### config.mk
export PLATFORM = sky130hd
export DESIGN_NAME = addsub_arbiter
export DESIGN_NICKNAME = d
export VERILOG_FILES = /design/src/rtl/addsub_arb_pkg.sv /design/src/rtl/addsub_arb_rr.sv /design/src/rtl/addsub_arbiter.sv
export SDC_FILE = /design/constraint.sdc
export NUM_CORES = 1
export LEC_CHECK = 0
export CELL_PAD_IN_SITES_DETAIL_PLACEMENT = 1
export CELL_PAD_IN_SITES_GLOBAL_PLACEMENT = 2
export CORE_UTILIZATION = 31
export CTS_BUF_LIST = sky130_fd_sc_hd__clkbuf_4 sky130_fd_sc_hd__clkbuf_8
export CTS_CLUSTER_DIAMETER = 60
export DETAILED_ROUTE_END_ITERATION = 8
export DONT_BUFFER_PORTS = 1
export PLACE_DENSITY = 0.84
export SETUP_SLACK_MARGIN = 0.15
export SLEW_MARGIN = 20
export SYNTH_ARGS = -nofsm -noshare
export SYNTH_HDL_FRONTEND = slang
export SYNTH_SLANG_ARGS = --single-unit
### constraint.sdc
create_clock -name clk -period 5.6 [get_ports clk]
set_clock_uncertainty 0.15 [all_clocks]
set_input_delay 0.84 -clock clk [delete_from_list [all_inputs] [get_ports clk]]
set_output_delay 0.84 -clock clk [all_outputs]
set_load 0.02 [all_outputs]
### src/rtl/addsub_arb_pkg.sv
// addsub_arb_pkg: shared constants and types for the add/sub arbiter.
//   ADDSUB_ARB_W_DEF : default operand/result width
//   op_e             : operation encoding carried on req_sub (OP_ADD / OP_SUB)
//   id_width()       : width of a requester index for n requesters
package addsub_arb_pkg;

    localparam int ADDSUB_ARB_W_DEF = 36;

    typedef enum logic {
        OP_ADD = 1'b0,
        OP_SUB = 1'b1
    } op_e;

    function automatic int id_width(input int n);
        return (n <= 2) ? 1 : $clog2(n);
    endfunction

endpackage

### src/rtl/addsub_arb_rr.sv
// addsub_arb_rr: round-robin picker.
//   req : request vector, one bit per requester
//   ptr : index where the search starts (highest priority this cycle)
//   en  : when low, nothing is granted
//   gnt : one-hot grant (all zero when nothing granted)
//   idx : index of the granted requester (0 when nothing granted)
module addsub_arb_rr
    import addsub_arb_pkg::*;
#(
    parameter int NREQ = 4,
    parameter int IW   = id_width(NREQ)
) (
    input  logic [NREQ-1:0] req,
    input  logic [IW-1:0]   ptr,
    input  logic            en,
    output logic [NREQ-1:0] gnt,
    output logic [IW-1:0]   idx
);

    logic found;
    int   j;

    // Walk the requesters starting at ptr, wrapping once; first hit wins.
    always_comb begin
        gnt   = '0;
        idx   = '0;
        found = 1'b0;
        j     = 0;
        for (int k = 0; k < NREQ; k++) begin
            j = int'(ptr) + k;
            if (j >= NREQ) j = j - NREQ;
            if (en && !found && req[j]) begin
                found  = 1'b1;
                gnt[j] = 1'b1;
                idx    = IW'(j);
            end
        end
    end

endmodule

### src/rtl/addsub_arbiter.sv
// addsub_arbiter: NREQ requesters share one W-bit adder/subtractor through a
// round-robin arbiter; the result sits in a single output register.
//   clk, reset          : clock, synchronous active-high reset
//   req_valid/req_ready : per-requester handshake (accepted on valid & ready)
//   req_a, req_b        : packed operands, requester i at [i*W +: W]
//   req_sub             : per-requester op, 1 = A-B, 0 = A+B
//   rsp_valid/rsp_ready : result handshake
//   rsp_data, rsp_id    : result and the index of the requester that owns it
//   rsp_ovf             : only with ADDSUB_ARB_OVF_EN defined; carry-out for
//                         add, borrow (unsigned A<B) for subtract
module addsub_arbiter
    import addsub_arb_pkg::*;
#(
    parameter  int NREQ = 4,
    parameter  int W    = ADDSUB_ARB_W_DEF,
    localparam int IW   = id_width(NREQ)
) (
    input  logic              clk,
    input  logic              reset,
    input  logic [NREQ-1:0]   req_valid,
    output logic [NREQ-1:0]   req_ready,
    input  logic [NREQ*W-1:0] req_a,
    input  logic [NREQ*W-1:0] req_b,
    input  logic [NREQ-1:0]   req_sub,
    output logic              rsp_valid,
    input  logic              rsp_ready,
    output logic [W-1:0]      rsp_data,
`ifdef ADDSUB_ARB_OVF_EN
    output logic              rsp_ovf,
`endif
    output logic [IW-1:0]     rsp_id
);

    logic [NREQ-1:0][W-1:0] a_arr, b_arr;
    logic [IW-1:0]          ptr, ptr_nxt, idx;
    logic [NREQ-1:0]        gnt;
    logic                   can_accept, any_gnt, is_sub;
    logic [W-1:0]           a_sel, b_op, sum;

    assign a_arr = req_a;
    assign b_arr = req_b;

    // Result register can take a new value when empty or draining this cycle.
    assign can_accept = !reset && (!rsp_valid || rsp_ready);

    addsub_arb_rr #(.NREQ(NREQ), .IW(IW)) u_rr (
        .req (req_valid),
        .ptr (ptr),
        .en  (can_accept),
        .gnt (gnt),
        .idx (idx)
    );

    assign req_ready = gnt;
    assign any_gnt   = |gnt;
    assign ptr_nxt   = (idx == IW'(NREQ - 1)) ? '0 : idx + 1'b1;

    // Shared adder: subtract is A + ~B + 1, the +1 riding in as carry-in.
    assign is_sub = (req_sub[idx] == OP_SUB);
    assign a_sel  = a_arr[idx];
    assign b_op   = is_sub ? ~b_arr[idx] : b_arr[idx];

`ifdef ADDSUB_ARB_OVF_EN
    logic [W:0] sum_ext;
    logic       ovf_nxt;
    assign sum_ext = {1'b0, a_sel} + {1'b0, b_op} + {{W{1'b0}}, is_sub};
    assign sum     = sum_ext[W-1:0];
    // For subtract the carry-out means "no borrow", so invert it.
    assign ovf_nxt = is_sub ? ~sum_ext[W] : sum_ext[W];
`else
    assign sum = a_sel + b_op + {{(W-1){1'b0}}, is_sub};
`endif

    always_ff @(posedge clk) begin
        if (reset) begin
            rsp_valid <= 1'b0;
            rsp_data  <= '0;
            rsp_id    <= '0;
            ptr       <= '0;
`ifdef ADDSUB_ARB_OVF_EN
            rsp_ovf   <= 1'b0;
`endif
        end else if (any_gnt) begin
            rsp_valid <= 1'b1;
            rsp_data  <= sum;
            rsp_id    <= idx;
            ptr       <= ptr_nxt;
`ifdef ADDSUB_ARB_OVF_EN
            rsp_ovf   <= ovf_nxt;
`endif
        end else if (rsp_ready) begin
            rsp_valid <= 1'b0;
        end
    end

endmodule

Word-level counts from Yosys, hierarchy flattened
Index checks and enable logic that the tools add are counted.
Widths: inputs -> output; s select.
- register bits after elaboration: 41
- input port bits: 299
- logic and storage cells: 97
- add/subtract/negate cells: 10
- order comparisons: 13
- eq/ne operators: 1
- multiplexer cells: 45
- bitwise gates (word level): 4
- reduce and logical (&&, ||, !) cells: 20
- operators by type and width (operator ; number):
    $bmux 36 s2 ; 2
    $ge 32x1->1 const B ; 4
    $lt 32x4->1 const B ; 4
    $mux 32 ; 4
    $mux 36 ; 3
    $ge 32x4->1 const B ; 3
    $sub 32x4->32 const B ; 3
    $add 36x1->36 ; 1
    $add 36x36->36 ; 1
    $not 36->36 ; 1
    $mux 1 ; 18
    $mux 4 ; 4
    $logic_and 1x1->1 ; 12
    $or 4x4->4 ; 3
    $bmux 1 s2 ; 5
    $mux 2 ; 5
    $demux 1 s2 ; 4
    $add 2x2->3 const B ; 2
    $logic_not 1->1 ; 5
    $reduce_or 4->1 ; 1
    $sub 2x3->4 const B ; 1
    $add 2x1->3 const B ; 1
    $ge 2x3->1 const B ; 1
    $lt 2x3->1 const B ; 1
    4 further kinds ; 4

Logic depth before layout (Yosys ltp)
- word-level depth: 25
- depth in mapped cells: 28
- depth with buffers taken out: 23

By module
From an unflattened synthesis, not the netlist that was laid out.
- cell total of the unflattened synthesis: 614
- area total of the unflattened synthesis: 5860.6 sq um
- modules (own cells, without submodules) (module ; times used ; cells each ; area an instance (sq um)):
    addsub_arbiter ; 1 ; 556 ; 5378.9
    addsub_arb_rr ; 1 ; 58 ; 481.7

Worst setup path after synthesis
No wires, ideal clock.
- path type: register -> register
- start point: register ptr[0]
- end point: register rsp_data[32]
- setup time: 0.134 ns
- data arrival time: 5.507 ns
- slack: -0.191 ns
- cell stages (with the launch flop): 27
- buffers on the path: 7
- period minus slack after synthesis: 5.791 ns
- cells stage by stage: dfxtp_1 buf_6 inv_1 buf_2 ha_1 buf_6 mux2_4 mux2i_2 nand3b_2 o22ai_2 buf_2 buf_1 clkbuf_1 clkbuf_1 a31oi_1 fa_1 a21o_1 a21oi_1 o21ai_0 nand4_1 o2111a_1 nor3_1 o31ai_1 nand2b_1 a31oi_1 mux2i_1 a31oi_1
- cells in the longest elaborated chain, start to end: 25
- elaborated cells between the ends (all ways): 82
- those cells by class: add/sub: 9; order compare: 12; mux: 42; bitwise: 4; reduce/logical: 15
- ends and longest elaborated chain (what ; line ; text):
    start, declared ; addsub_arbiter.sv:35 ; logic [IW-1:0] ptr, ptr_nxt, idx;
    start signal, assigned ; addsub_arbiter.sv:87 ; ptr <= ptr_nxt;
    parallel branches: the longest is 25 deep, another holds $sub 32x4->32 ; n/a ;
    end signal, assigned ; addsub_arbiter.sv:85 ; rsp_data <= sum;
    end, declared ; addsub_arbiter.sv:27 ; output logic [W-1:0] rsp_data,
Several ways; the timed one is not identified. The select of a mux whose other input is x is not followed.
A chain may end at the register's enable or synchronous reset.

Worst setup path after layout
- start point: register ptr[0]
- end point: register rsp_data[30]
The elaborated chain is that of the path after synthesis.

==> results.sh <==
export IMPL_status="finished with violations"
export IMPL_violations="design-rule violations"
export IMPL_crit_chain="inv_2, ha_4, mux2_4, a211oi_2, o21a_1, buf_4, mux2_1, o211a_1, o22a_1, mux2i_4, inv_4, fa_2, a21o_1, a21oi_2, o21ai_2, nand4_1, o2111a_2, nor3_4, o31ai_2, nand2b_1, buf_6, a41o_1, mux2i_1, a31oi_1"
export IMPL_finalCritPeriodShare_pct=94.8
export IMPL_drive_gt1_share_pct=21.2
export IMPL_final_common_cell="nand2_1"
export IMPL_critical_path_slowest_cell="dfxtp_2"
export IMPL_dieArea_um2=23100
export IMPL_cp_required_ns=5.65
export IMPL_start_util_pct=31.8
export IMPL_finalHoldViolations=0
export IMPL_clk_path_buf_depth=2
export IMPL_gr_usage_all_layers_pct=24.4
export IMPL_dr_pass1_iters=7
export IMPL_yosys_warnings=0
export IMPL_ys_ff_latch=41
export IMPL_cp_end_kind="flip-flop"
export IMPL_crit_family="compound AO/OA/AOI/OAI gates"
export IMPL_cp_start_kind="flip-flop"
export IMPL_place_gp_congestion=0.911
export IMPL_cts_root_buffer="clkbuf_8"
export IMPL_port_buffer_count=0
export IMPL_dr_total_vias=7833
export IMPL_route_detailed_drc=24
export IMPL_ant_nets=0
export IMPL_syn_cell_area_um2=6970
export IMPL_worst_pin_slew_ns=0.973
export IMPL_insertion_delay_ns=0.31
export IMPL_dr_first_iter_drc_count=415
export IMPL_grt_pass1_wl_um=44400
export IMPL_nets=1397
export IMPL_detail_route_wl_per_cell_um=22.4
export IMPL_rsz0062_at_grt="true"
export IMPL_cts_max_level=2
export IMPL_syn_avg_cell_area_um2=6.90
export IMPL_synth_edf_count=0
export IMPL_areaGrowthSynthToFinish_pct=23.0
export IMPL_drv_cap=0
export IMPL_worst_ep_arrival_time_ns=5.36
export IMPL_cts_buffers=5
export IMPL_ys_flop_type="dfxtp_1"
export IMPL_synth_distinct_cells=79
export IMPL_min_period_ns=5.31
export IMPL_relSlewSlack_pct=34.5
export IMPL_setup_viol_count_final=0
export IMPL_antenna_found_initial=3
export IMPL_rows=54
export IMPL_yosysSeqAreaShare_pct=11.8
export IMPL_die_w_um=152
export IMPL_synthCells=1010
export IMPL_clk_pin_slew_ns=0.10
export IMPL_hp_class="flip-flop to flip-flop"
export IMPL_worst_hold_slack_ns=0.425
export IMPL_wirelength_um=30000
export IMPL_crit_fanout=6
export IMPL_grt_pass1_vias=7858
export IMPL_path_buf_inv=4
export IMPL_async_reset_ff_share_pct=0
export IMPL_synth_net_count=1352
export IMPL_grt_max_degree=46
export IMPL_die_height_um=152
export IMPL_critPathMaxStageDelay_ns=0.36
export IMPL_gr_total_overflow=0
export IMPL_core_area_um2=22000
export IMPL_slew_violations=0
export IMPL_worstSetupPathType="flip-flop to flip-flop"
export IMPL_layout_common_cells="nand2_1 (189), buf_4 (102), a31oi_1 (74), a211oi_1 (72), and2_1 (69)"
export IMPL_io_pins=342
export IMPL_cts_tree="built"
export IMPL_hpwl_um=23800
export IMPL_cts_sinks=41
export IMPL_via_per_inst=5.85
export IMPL_max_freq_mhz=188
-- worst min-delay path, cell delays in order (launching register included) --
cell and delay [ns]:
dfxtp_1 0.40, nand2_1 0.09, a21oi_1 0.05
-- layout make-up --
cell class              instances  area [um^2]
clock inverters                 3         28.8
well taps                     280          350
repair buffers                124         1120
clock buffers                   5         68.8
diodes                          3         7.51
multi-input cells             865         6100
flip-flops and latches         41          823
fillers                      2675        13400
inverters                      18         70.1
-- path summary, 6_finish.rpt --
path / slack [ns] / cells after the start / start / end
max: 0.29 / 24 / ptr[0] / rsp_data[30]
min reg2reg: 0.42 / 2 / rsp_data[26] / rsp_data[26]
min: 0.42 / 2 / rsp_data[26] / rsp_data[26]
max reg2reg: 0.29 / 24 / ptr[0] / rsp_data[30]
-- Yosys cell counts (4+ instances only) --
cell type    n  area, um^2
nand2b_1     9        56.3
a31oi_1     81         507
dfxtp_1     41         821
nor3b_1      9        67.6
xor2_1      47         412
clkbuf_1    61         229
buf_6        4        45.0
a31o_2       4        35.0
ha_1        42         526
a21o_1      24         180
a211oi_1    81         608
buf_1       12        45.0
or2_2        4        25.0
nor2b_1      4        25.0
o21ai_1      6        30.0
o31ai_1     10        75.1
nor2_1      44         165
buf_2        8        40.0
o211ai_1     4        30.0
nor3_1      12        60.1
nand3_1     16        80.1
o21bai_1     4        30.0
a21oi_1     51         255
and2_1      69         432
mux4_2       4        90.1
o21ai_0     20         100
a22oi_1      9        67.6
a2bb2oi_1    4        35.0
mux2i_1     10         100
xnor2_1     19         166
mux2_4       4        60.1
nor4b_1      7        61.3
nand2_1    189         709
o21a_1       6        45.0
nand4_1      5        31.3
inv_1       16        60.1
-- state kept, by name, indices dropped and copies added (netlist names) --
signal	flops
rsp_id	2
rsp_data	36
rsp_valid	1
ptr	2
-- metal layers --
layer | vias to the layer above | share of wire [%] | wire length (um) | global-route usage [%]
li1 | 3777 | - | - | -
met1 | 3740 | 44 | 13300 | 32.0
met2 | 281 | 47 | 14100 | 41.4
met3 | 35 | 6.4 | 1930 | 3.65
met4 | 0 | 2.4 | 733 | 6.71
met5 | - | 0 | 0 | 0
-- cell families after synthesis --
| kind of cell | count (synthesis) | share of synthesized area [%] |
|---|---|---|
| fa+ha+maj | 43 | 7.82 |
| simple gates | 391 | 27.1 |
| compound gates | 340 | 34.0 |
| mux | 24 | 4.76 |
| xor+xnor | 66 | 8.29 |
| flops | 41 | 11.8 |
| buf+inv | 105 | 6.33 |
-- repair_timing --
item                                    4_1_cts  5_1_grt
gates cloned                                  2        1
setup buffers                                12       18
pin swaps                                     9       37
resized for setup                            12       73
endpoints found under the setup margin       10       15
hold buffers                                  0        0
-- stage by stage --
step	std cells	area [um^2]	utilization, %	setup TNS (ns)	setup WS [ns]
after floorplan	1010	7030	-	0	0.170
after global placement	1295	7790	35.5	-0.0723	-0.0723
after detailed placement	1295	7790	35.5	-0.231	-0.149
after CTS	1317	8090	36.8	0	0.157
after global routing	1339	8580	39.1	0	0.0250
final	1339	8580	39.1	0	0.293
Power is not shown: default switching activity piles up to over one toggle a cycle in this logic, so the estimate is an artifact.
